<file path="src/rtl/branch_update_ctrl_pkg.sv">
// Shared types and defaults for the branch update controller.
// Holds the core XLEN and the update-queue / squash-window defaults.
package branch_update_ctrl_pkg;

    localparam int XLEN              = 32;
    localparam int UPDQ_DEPTH        = 4;
    localparam int SQUASH_CYCLES_DEF = 2;

    typedef enum logic {
        ST_RUN    = 1'b0,
        ST_SQUASH = 1'b1
    } ctrl_state_e;

    typedef struct packed {
        logic [XLEN-1:0] pc;
        logic            taken;
    } upd_entry_t;

endpackage

</file>
<file path="src/rtl/branch_update_ctrl_fifo.sv">
// Small synchronous FIFO for predictor update entries.
// Pointers carry one extra wrap bit so full and empty are distinguishable.
module sync_fifo #(
    parameter int WIDTH = 33,
    parameter int DEPTH = 4
) (
    input  logic             clk,
    input  logic             reset,
    input  logic             push,
    input  logic [WIDTH-1:0] din,
    input  logic             pop,
    output logic [WIDTH-1:0] dout,
    output logic             full,
    output logic             empty
);
    localparam int AW = $clog2(DEPTH);

    logic [WIDTH-1:0] mem [DEPTH];
    logic [AW:0]      wr_ptr;
    logic [AW:0]      rd_ptr;
    logic             do_push;
    logic             do_pop;

    assign full    = (wr_ptr[AW] != rd_ptr[AW]) && (wr_ptr[AW-1:0] == rd_ptr[AW-1:0]);
    assign empty   = (wr_ptr == rd_ptr);
    assign do_push = push && !full;
    assign do_pop  = pop && !empty;
    assign dout    = mem[rd_ptr[AW-1:0]];

    always_ff @(posedge clk or posedge reset) begin
        if (reset) begin
            wr_ptr <= '0;
            rd_ptr <= '0;
        end else begin
            if (do_push) wr_ptr <= wr_ptr + 1'b1;
            if (do_pop)  rd_ptr <= rd_ptr + 1'b1;
        end
    end

    // Storage needs no reset: entries are only visible between the pointers.
    always_ff @(posedge clk) begin
        if (do_push) mem[wr_ptr[AW-1:0]] <= din;
    end

endmodule

</file>
<file path="src/rtl/branch_update_ctrl.sv">
// Trains the direction predictor from resolved branches and issues fetch redirects.
// A mispredict redirects once, then ignores wrong-path resolves for a fixed window.
module branch_update_ctrl
    import branch_update_ctrl_pkg::*;
#(
    parameter int QUEUE_DEPTH   = UPDQ_DEPTH,
    parameter int SQUASH_CYCLES = SQUASH_CYCLES_DEF,
    parameter int CNT_WIDTH     = 32
) (
    input  logic                 clk,
    input  logic                 reset,
    input  logic                 resolve_valid,
    input  logic                 resolve_is_branch,
    input  logic [XLEN-1:0]      resolve_pc,
    input  logic                 resolve_taken,
    input  logic [XLEN-1:0]      resolve_target,
    input  logic                 resolve_pred_taken,
    output logic                 resolve_ready,
    input  logic                 pipe_flush,
    output logic                 redirect_valid,
    output logic [XLEN-1:0]      redirect_pc,
    input  logic                 upd_ready,
    output logic                 upd_enable,
    output logic                 upd_is_branch,
    output logic [XLEN-1:0]      upd_pc,
    output logic                 upd_taken,
    output logic                 queue_empty,
    output logic [CNT_WIDTH-1:0] branch_count,
    output logic [CNT_WIDTH-1:0] mispredict_count,
    output ctrl_state_e          state_dbg
);
    localparam int                   SQW     = $clog2(SQUASH_CYCLES + 1);
    localparam logic [SQW-1:0]       SQ_LOAD = SQW'(SQUASH_CYCLES);
    localparam logic [SQW-1:0]       SQ_ONE  = SQW'(1);
    localparam logic [CNT_WIDTH-1:0] CNT_ONE = CNT_WIDTH'(1);

    ctrl_state_e     state;
    logic [SQW-1:0]  sq_cnt;
    logic            fifo_full;
    logic            fifo_empty;
    logic            accept;
    logic            mispredict;
    logic            pop;
    upd_entry_t      push_entry;
    upd_entry_t      head_entry;

    // Valid/ready: a branch transfers on a cycle where resolve_valid && resolve_ready,
    // unless pipe_flush kills it; non-branch resolves are simply ignored.
    assign resolve_ready = (state == ST_RUN) && !fifo_full;
    assign accept        = resolve_ready && resolve_valid && resolve_is_branch && !pipe_flush;
    assign mispredict    = resolve_taken != resolve_pred_taken;
    assign pop           = !fifo_empty && upd_ready;
    assign queue_empty   = fifo_empty;
    assign state_dbg     = state;

    always_comb begin
        push_entry       = '0;
        push_entry.pc    = resolve_pc;
        push_entry.taken = resolve_taken;
    end

    sync_fifo #(
        .WIDTH($bits(upd_entry_t)),
        .DEPTH(QUEUE_DEPTH)
    ) u_fifo (
        .clk   (clk),
        .reset (reset),
        .push  (accept),
        .din   (push_entry),
        .pop   (pop),
        .dout  (head_entry),
        .full  (fifo_full),
        .empty (fifo_empty)
    );

    always_ff @(posedge clk or posedge reset) begin
        if (reset) begin
            state  <= ST_RUN;
            sq_cnt <= '0;
        end else begin
            case (state)
                ST_RUN: begin
                    if (accept && mispredict) begin
                        state  <= ST_SQUASH;
                        sq_cnt <= SQ_LOAD;
                    end
                end
                ST_SQUASH: begin
                    if (pipe_flush || sq_cnt <= SQ_ONE) begin
                        state  <= ST_RUN;
                        sq_cnt <= '0;
                    end else begin
                        sq_cnt <= sq_cnt - SQ_ONE;
                    end
                end
                default: begin
                    state  <= ST_RUN;
                    sq_cnt <= '0;
                end
            endcase
        end
    end

    // A flush in the same cycle already blocks accept, so it also blocks the pulse.
    always_ff @(posedge clk or posedge reset) begin
        if (reset) begin
            redirect_valid <= 1'b0;
            redirect_pc    <= '0;
        end else begin
            redirect_valid <= accept && mispredict;
            if (accept && mispredict)
                redirect_pc <= resolve_taken ? resolve_target : resolve_pc + XLEN'(4);
        end
    end

    always_ff @(posedge clk or posedge reset) begin
        if (reset) begin
            branch_count     <= '0;
            mispredict_count <= '0;
        end else if (accept) begin
            if (~&branch_count) branch_count <= branch_count + CNT_ONE;
            if (mispredict && ~&mispredict_count)
                mispredict_count <= mispredict_count + CNT_ONE;
        end
    end

    always_ff @(posedge clk or posedge reset) begin
        if (reset) begin
            upd_enable    <= 1'b0;
            upd_is_branch <= 1'b0;
            upd_pc        <= '0;
            upd_taken     <= 1'b0;
        end else begin
            upd_enable    <= pop;
            upd_is_branch <= pop;
            if (pop) begin
                upd_pc    <= head_entry.pc;
                upd_taken <= head_entry.taken;
            end
        end
    end

endmodule

</file>
<file path="config.mk">
export PLATFORM = sky130hd
export DESIGN_NAME = branch_update_ctrl
export DESIGN_NICKNAME = d
export VERILOG_FILES = /design/src/rtl/branch_update_ctrl_pkg.sv /design/src/rtl/branch_update_ctrl_fifo.sv /design/src/rtl/branch_update_ctrl.sv
export SDC_FILE = /design/constraint.sdc
export NUM_CORES = 1
export LEC_CHECK = 0
export BUFFER_PORTS_ARGS = -buffer_cell sky130_fd_sc_hd__clkbuf_2
export CAP_MARGIN = 30
export CORE_UTILIZATION = 35
export DETAILED_ROUTE_END_ITERATION = 10
export GPL_TIMING_DRIVEN = 0
export PLACE_DENSITY = 0.54
export SETUP_SLACK_MARGIN = 0.5
export SLEW_MARGIN = 20
export SYNTH_ARGS = -nofsm -noshare
export SYNTH_HDL_FRONTEND = slang
export SYNTH_HIERARCHICAL = 1
export SYNTH_SLANG_ARGS = --single-unit
export TNS_END_PERCENT = 10
</file>
<file path="constraint.sdc">
create_clock -name clk -period 4.2 [get_ports clk]
set_clock_uncertainty 0.1 [all_clocks]
set_input_delay 0.84 -clock clk [delete_from_list [all_inputs] [get_ports clk]]
set_output_delay 0.84 -clock clk [all_outputs]
set_load 0.03 [all_outputs]
</file>
### Word-level counts from Yosys, hierarchy flattened

Memory sizes are Yosys's and may differ from the RTL's. A register that Yosys moved wholly into a read port is not among the register bits.
Index checks and enable logic that the tools add are counted.

* bits in registers: 107
* RAM bits: 132
* bits of input ports: 72
* logic and storage cells: 52
* memories kept: 1

* add/subtract/negate cells: 6
* magnitude comparators: 1
* equal/unequal tests: 5
* mux-type cells: 9
* bitwise gates (word level): 2
* reduce and logical (&&, ||, !) cells: 19

Memories
* u_fifo.mem: words 4, bits a word 33, rd ports 1, clocked after Yosys merged registers in 1, wr ports 1, RTL line branch_update_ctrl_fifo.sv:18 `logic [WIDTH-1:0] mem [DEPTH];`

Operator list (number)
* $add A32 B1 Y32 const B: 2
* $reduce_and A32 Y1: 2
* $add A32 B3 Y32 const B: 1
* $mux W32: 1
* $logic_and A1 B1 Y1: 10
* $add A3 B1 Y3 const B: 2
* $logic_not A1 Y1: 4
* $mux W1: 4
* $mux W2: 2
* $pmux W2 S2: 1
* $reduce_and A2 Y1: 2
* $eq A3 B3 Y1: 1
* $eq A2 B2 Y1: 1
* $le A2 B1 Y1 const B: 1
* $ne A1 B1 Y1: 2
* $ne A2 B1 Y1 const B: 1
* $not A1 Y1: 2
* $pmux W1 S2: 1
* $sub A2 B1 Y2 const B: 1
* $logic_or A1 B1 Y1: 1

### Longest topological paths before layout

Gate-level depths: netlist of run 1.

* word-level depth: 10
* mapped depth: 12
* mapped depth without buffers: 9

### Hierarchy

Netlist of run 1, hierarchy kept.

Modules (own cells, without submodules)
* branch_update_ctrl: instances 1, cells each 612, area an instance 6465.0 um^2, seq. area each 3353.2 um^2
* sync_fifo: instances 1, cells each 222, area an instance 5287.6 um^2, seq. area each 4113.9 um^2

### Least setup slack after synthesis of run 1

OpenSTA, ideal clock, no wires.

* path type: reg-to-reg
* start point: register u_fifo.rd_ptr[1]
* end point: memory u_fifo.mem[3][0], enable pin
* arrival: 2.956 ns
* required time: 3.693 ns
* setup slack: 0.737 ns
* cell stages (with the launch flop): 10
* buffers on the path: 1
* clock period less this slack: 3.463 ns
* path through: dfrtp_1 -> buf_4 -> xnor2_1 -> nand3_2 -> inv_1 -> nor2_1 -> nand2_1 -> inv_1 -> nand2_1 -> a31oi_2

* cells in the longest elaborated chain, start to end: 10

RTL lines
* start, declared: RTL line branch_update_ctrl_fifo.sv:20 `logic [AW:0] rd_ptr;`
* start signal, assigned: RTL line branch_update_ctrl_fifo.sv:36 `if (do_pop) rd_ptr <= rd_ptr + 1'b1;`
* $eq A2 B2 Y1: RTL line branch_update_ctrl_fifo.sv:24 `assign full = (wr_ptr[AW] != rd_ptr[AW]) && (wr_ptr[AW-1:0] == rd_ptr[AW-1:0]);`
* $logic_and A1 B1 Y1: RTL line branch_update_ctrl_fifo.sv:24
* via fifo_full: RTL line branch_update_ctrl.sv:39 `logic fifo_full;`
* $logic_not A1 Y1: RTL line branch_update_ctrl.sv:49 `assign resolve_ready = (state == ST_RUN) && !fifo_full;`
* $logic_and A1 B1 Y1: RTL line branch_update_ctrl.sv:49
* via resolve_ready: RTL line branch_update_ctrl.sv:18 `output logic resolve_ready,`
* $logic_and A1 B1 Y1 (3 in a row): RTL line branch_update_ctrl.sv:50 `assign accept = resolve_ready && resolve_valid && resolve_is_branch && !pipe_flush;`
* via accept: RTL line branch_update_ctrl.sv:41 `logic accept;`
* $logic_and A1 B1 Y1: RTL line branch_update_ctrl_fifo.sv:26 `assign do_push = push && !full;`
* $mux W1: RTL line branch_update_ctrl_fifo.sv:42 `if (do_push) mem[wr_ptr[AW-1:0]] <= din;`
* $mux W1 (implied by the code): RTL line branch_update_ctrl_fifo.sv:42
* end, declared: RTL line branch_update_ctrl_fifo.sv:18

The timed path passes the listed nets, and every way through them passes these cells.

### Worst setup path after layout of run 1

* start point: register u_fifo.rd_ptr[1]
* end point: memory u_fifo.mem[3][23], enable pin

* cells in the longest elaborated chain, start to end: 10

RTL lines (RTL line)
* $eq A2 B2 Y1: branch_update_ctrl_fifo.sv:24
* $logic_and A1 B1 Y1: branch_update_ctrl_fifo.sv:24
* via fifo_full: branch_update_ctrl.sv:39
* $logic_not A1 Y1: branch_update_ctrl.sv:49
* $logic_and A1 B1 Y1: branch_update_ctrl.sv:49
* $logic_and A1 B1 Y1 (3 in a row): branch_update_ctrl.sv:50
* via accept: branch_update_ctrl.sv:41
* $logic_and A1 B1 Y1: branch_update_ctrl_fifo.sv:26
* $mux W1: branch_update_ctrl_fifo.sv:42
* $mux W1 (implied by the code): branch_update_ctrl_fifo.sv:42

The timed path passes the listed nets, and every way through them passes these cells.

==> run metrics, run 1 <==
Final Cell Area=0.01457 sq mm; Initial Util=0.3585; met1 WL=14040 um; share of cells above drive strength 1=0.3264; n_diodes=0; min-delay worst type=in -> async; cells after synthesis=834; number of global-route vias before repair=7633; core footprint=0.03278 sq mm; #FFs+latches synth=272; # DRC=0; DP Area=0.01358 sq mm; final hold violations=0; final net count=1163; Routed WL=29420 um; crit path time final=3.175 ns; CTS tree=built; CTS root buffer=clkbuf_16; reg2reg start=u_fifo/rd_ptr[1]; Total Routing Usage GR=0.1726; slew margin rel.=0.3380; ANT nets after route=0; Via density=5.003; Worst-Margin Slew=0.9792 ns; Max Freq=314.9 MHz; Worst EP required=4.36 ns; ys async rst share=0.5147; port buffer count=206; row count=66; crit share post-route=0.7560; clk slew on worst S/H paths=0.06 ns; first-pass GRT wire length=45530 um; Synthesis Warnings=6; EDFF count, synth=132; commonest non-fill, non-tap cell in the layout=clkbuf_2; mean post-synth cell area=14.09 sq um; Hold Buf Count CTS=0; hpwl dp=21160 um; Vias=7744; status=completed; die area=0.03432 sq mm; Worst setup EP type=register; Worst setup SP type=register; routed wl met3=1597 um; Mapped Nets=915; r2r worst-path depth=11; post-CTS setup repair buffer count=0; CTS Buf Count=30; Overflow after GRT=0; Crit path arrival time=3.34 ns; Design Power=9.190 mW; Die W=185.2 um; First-pass DRT Iterations=5; Synth Cell Area=0.01175 sq mm; most frequent cells in the layout=clkbuf_2, dfrtp_1, edfxtp_1; WL/cell=19.01 um; R2R Setup Slk=1.02 ns; predominant post-synthesis flop cell=dfrtp_1; number of clock sinks=272; Final Max Tran Viols=0; Layout area overhead=23.99%; uppermost layer routed=met4; Static Leakage=6.028 nW; GPL Wtd Cong=0.7848; initial antenna violation count=0; maximum vdd ir drop=0.3757 mV; post_cts resized=0; WS Path Type=reg -> reg; met2 wire len=13360 um; H-Tree Depth=1; worst-path maximum fanout=15; pwr/cell area=630.7 mW/mm^2; Max clock buf depth=3; sequential share of the synthesized area=0.6354; max_cap viols=0; # IOs=207; Netlist cell types=56; initial DRC count=452; Setup violations, final=0; RSZ-0062 raised after global routing=false; Clk Latency, worst-skew pair=0.56 ns; Reg2Reg Capture Point=u_fifo/mem[3][23]; largest net degree at the start of global routing=33; die height=185.2 um
-- cell type report --
cell class	count	area, sq um
Clock inverter	12	145.1
Sequential cell	272	7467
Timing Repair Buffer	216	1261
Tap cell	442	553.0
Multi-Input combinational cell	514	4064
Inverter	15	60.06
Buffer	33	177.7
Clock buffer	44	843.3
Fill cell	3048	18210
-- cell families (layout without fill, tap and decap cells) --
kind of cell,Yosys count,after routing,synth area share
muxes,73,73,0.1014
buffers and inverters,48,320,0.01991
adders and majority gates,9,9,0.009582
AOI/OAI and AO/OA,86,86,0.04546
DFF,272,272,0.6354
and+or+nand+nor,252,252,0.1164
xor gates and xnor gates,94,94,0.07197
-- power by group --
| part | switching [mW] | internal, mW | total (mW) |
|---|---|---|---|
| Combinational | 1.86 | 1.12 | 2.98 |
| Sequential | 0.300 | 3.28 | 3.58 |
| Clock | 1.06 | 1.57 | 2.63 |
-- worst max-delay path, stage by stage, from the launching register on --
cell     delay [ns]
dfrtp_1        0.40
buf_4          0.20
xnor2_1        0.22
nand3_2        0.14
inv_1          0.09
nor2_1         0.16
nand2_1        0.29
inv_1          0.34
nand2_1        0.14
a31oi_4        0.40
buf_16         0.22
buf_16         0.17
-- routing by layer --
layer | GRT usage | vias up
li1 | - | 3632
met1 | 0.2548 | 3878
met2 | 0.2647 | 203
met3 | 0.03067 | 31
met4 | 0.03504 | 0
met5 | 0 | -
-- Yosys cell counts, types with 5 or more instances --
cell	count	area share
a21oi_1	29	0.012
and2_1	7	0.0037
and3_1	21	0.011
and4_1	14	0.010
buf_2	7	0.0030
buf_6	5	0.0048
clkbuf_1	17	0.0054
dfrtp_1	140	0.30
edfxtp_1	132	0.34
ha_1	9	0.0096
inv_1	14	0.0045
mux2_2	34	0.033
mux2i_1	5	0.0043
mux4_2	33	0.063
nand2_1	49	0.016
nand3_1	46	0.020
nand4_1	33	0.018
nor2_1	32	0.010
nor3_1	17	0.0072
nor4_1	17	0.0090
o21ai_0	25	0.011
o22ai_1	10	0.0053
xnor2_1	42	0.031
xor2_1	49	0.037
-- worst max-delay path by stage --
stage                                 from                end
after floorplan           u_fifo/rd_ptr[1]   u_fifo/mem[3][0]
after detailed placement  u_fifo/rd_ptr[1]   u_fifo/mem[3][8]
after CTS                 u_fifo/rd_ptr[1]   u_fifo/mem[3][0]
final                     u_fifo/rd_ptr[1]  u_fifo/mem[3][23]
after global placement          pipe_flush   u_fifo/mem[3][8]
after global routing      u_fifo/rd_ptr[1]   u_fifo/mem[3][0]
-- metrics by stage --
step | setup slack (ns) | utilization | TNS (ns) | instances | hold slack (ns)
after floorplan | 0.7366 | - | 0 | 834 | 0.3636
after global routing | 0.7604 | 0.4445 | 0 | 1548 | 0.1561
after detailed placement | 0.9875 | 0.4143 | 0 | 1492 | 0.3754
final | 1.025 | 0.4445 | 0 | 1548 | 0.1549
after global placement | -0.2493 | 0.4069 | -8.294 | 1482 | 0.3653
after CTS | 0.9678 | 0.4445 | 0 | 1548 | 0.1337
-- flip-flops by register name, indices dropped and copies added, names as in the netlist --
name              cells
sq_cnt                2
u_fifo/wr_ptr         3
u_fifo/mem          132
upd_taken             1
state_dbg             1
u_fifo/rd_ptr         3
upd_is_branch         1
upd_pc               32
redirect_valid        1
branch_count         32
mispredict_count     32
redirect_pc          32
(Power assumes the default switching activity.)
==> run 2, diff against run 1 <==
--- a/config.mk
+++ b/config.mk
@@ -10,7 +10,7 @@
 export CORE_UTILIZATION = 35
 export DETAILED_ROUTE_END_ITERATION = 10
 export GPL_TIMING_DRIVEN = 0
-export PLACE_DENSITY = 0.54
+export PLACE_DENSITY = 0.52
 export SETUP_SLACK_MARGIN = 0.5
 export SLEW_MARGIN = 20
 export SYNTH_ARGS = -nofsm -noshare
==> constraint.sdc (replaced) <==
create_clock -name clk -period 3 [get_ports clk]
set_clock_uncertainty 0.1 [all_clocks]
set_input_delay 0.6 -clock clk [delete_from_list [all_inputs] [get_ports clk]]
set_output_delay 0.6 -clock clk [all_outputs]
set_load 0.03 [all_outputs]
==> run 2 against run 1 <==
  * Sequential share of layout area shrank 0.88 points
  * Setup slack lost 0.56 ns
  * Count of clock-buffer cells in the layout shrank 3
  * Final cell count grew 0.65%
  * Critical path depth shrank 5
  * Core utilization grew 0.81 points
  * Clock power grew 37%
  * Register-to-register slack lost 0.49 ns
  * Total power grew 43%
  * Critical path type is now reg -> out
  * First-iteration DRC count shrank 12%
  * Die area is the same
==> run metrics, run 2 (synthesis gave the netlist of run 1 again) <==
ANT nets after route=0; # DRC=0; RSZ-0062 raised after global routing=true; status=completed; largest net degree at the start of global routing=31; Worst setup SP type=register; Reg power frac=0.384; Worst setup EP type=output port; final cell count without fillers=1558; CTS root buffer=clkbuf_16; Placed Instances=1492; Total Routing Usage GR=0.1782; Setup violations, final=0; number of global-route vias before repair=7861; pwr/cell area=886.4 mW/mm^2; max reg flops=132; crit path time final=2.540 ns; GPL Wtd Cong=0.7979; Net Switching=4.635 mW; fin util=0.4525; CTS tree=built; final net count=1172; first-pass GRT wire length=46710 um; most frequent cells in the layout=clkbuf_2, dfrtp_1, edfxtp_1; Crit. Startpoint=u_fifo/rd_ptr[1]; Worst-Margin Slew=0.8399 ns; Initial Util=0.3585; crit share post-route=0.8465; Power Internal=8.514 mW; Routed WL=29920 um; Vias=7788; Clk Latency, worst-skew pair=0.55 ns; max_cap viols=0; maximum vdd ir drop=0.5129 mV; initial antenna violation count=1; Static Leakage=6.129 nW; final hold violations=0; commonest non-fill, non-tap cell in the layout=clkbuf_2; Worst EP required=2.30 ns; H-Tree Depth=1; die area=0.03432 sq mm; number of clock sinks=272; initial DRC count=400; port buffer count=206; row count=66; Layout area overhead=26.23%; hpwl dp=21130 um; Clk pwr share=0.275; worst-path maximum fanout=10; hold path start=resolve_target[21]; core footprint=0.03278 sq mm; Worst path max stage delay=0.40 ns; min-delay worst type=in -> reg; CP max-delay cell=dfrtp_1; Via density=4.999; Final Max Tran Viols=0; Max clock buf depth=3; # IOs=207; CP cell instances=buf_4 > xnor2_4 > nand3_4 > inv_2 > nor2_4 > clkbuf_8; CTS Buf Count=30; die height=185.2 um; Overflow after GRT=0; clk slew on worst S/H paths=0.06 ns; reg2reg start=u_fifo/rd_ptr[1]; slew margin rel.=0.4330; Max Freq=393.8 MHz; WL/cell=19.20 um; share of cells above drive strength 1=0.3596; Die W=185.2 um; Sw Share=0.3525; Comb power frac=0.341; First-pass DRT Iterations=5; TNS Setup=0 ns; WS Path Type=reg -> out; Crit path arrival time=1.84 ns
## run 2: changes by cell type in the layout (fill, tap and decap cells not counted), sizes merged
cell and delta:
bufinv -1, diode +1, dlygate4sd3 +1, clkinv +4
buf +10, clkbuf -5
## run 2: what timing repair did
action / 4_1_cts / 5_1_grt
gates resized for setup: 40 / 22
pin swaps: 3 / 3
endpoints found under the setup margin: 265 / 165
hold endpoints to repair: 18 / 0
hold buffers: 1 / 0
buffers inserted: 4 / 4
## run 2: final timing paths
| check | cells after the start | slack, ns | end |
|---|---|---|---|
| max in group asynchronous | 6 | 1.41 | redirect_pc[25] |
| worst max-delay path | 6 | 0.46 | resolve_ready |
| min in group asynchronous | 3 | 0.46 | u_fifo/rd_ptr[2] |
| worst max register to register | 11 | 0.53 | u_fifo/mem[3][20] |
| worst min-delay path | 3 | 0.23 | redirect_pc[21] |
| worst min register to register | 2 | 0.39 | redirect_pc[0] |
## run 2: layout make-up
type	instances	area, sq um
inverter	15	65.06
tap	442	553.0
buffer	33	200.2
antenna	1	2.502
clock inverter	15	113.9
timing repair buffer	225	1355
multi-input combinational	514	4220
sequential	272	7472
clock buffer	41	853.3
fill	3023	17950
## run 2: critical path: cells and delay by family (launching register included)
kind / cells / cell delay [ns]
simple gates: 2 / 0.18
buf+inv: 3 / 0.50
flops: 1 / 0.40
xor+xnor: 1 / 0.21
## run 2: per-layer routing
metal,track usage,vias up,part of all wire
met5,0,-,0
met4,0.04231,0,0.014
met3,0.03067,28,0.052
met2,0.2715,209,0.46
met1,0.2630,3892,0.48
li1,-,3659,-
## run 2: metrics by stage
step	area, sq um	worst slack [ns]	power (mW)	hold slack (ns)
after floorplan	11760	-0.4634	7.973	0.2910
after global placement	13340	-1.444	9.233	0.3676
after detailed placement	13580	-0.1746	9.335	0.3783
after CTS	14720	0.3886	13.21	0.1985
after global routing	14840	0.3633	13.85	0.2317
final	14840	0.4604	13.15	0.2279
## run 2: power by group through the flow
stage               sequential, mW  clock, mW  combinational [mW]
finish                        5.05       3.61                4.49
global route                  5.15       3.86                4.84
detailed placement            5.09          0                4.24
global placement              5.10          0                4.13
floorplan                     6.02          0                1.96
CTS                           5.06       3.71                4.44
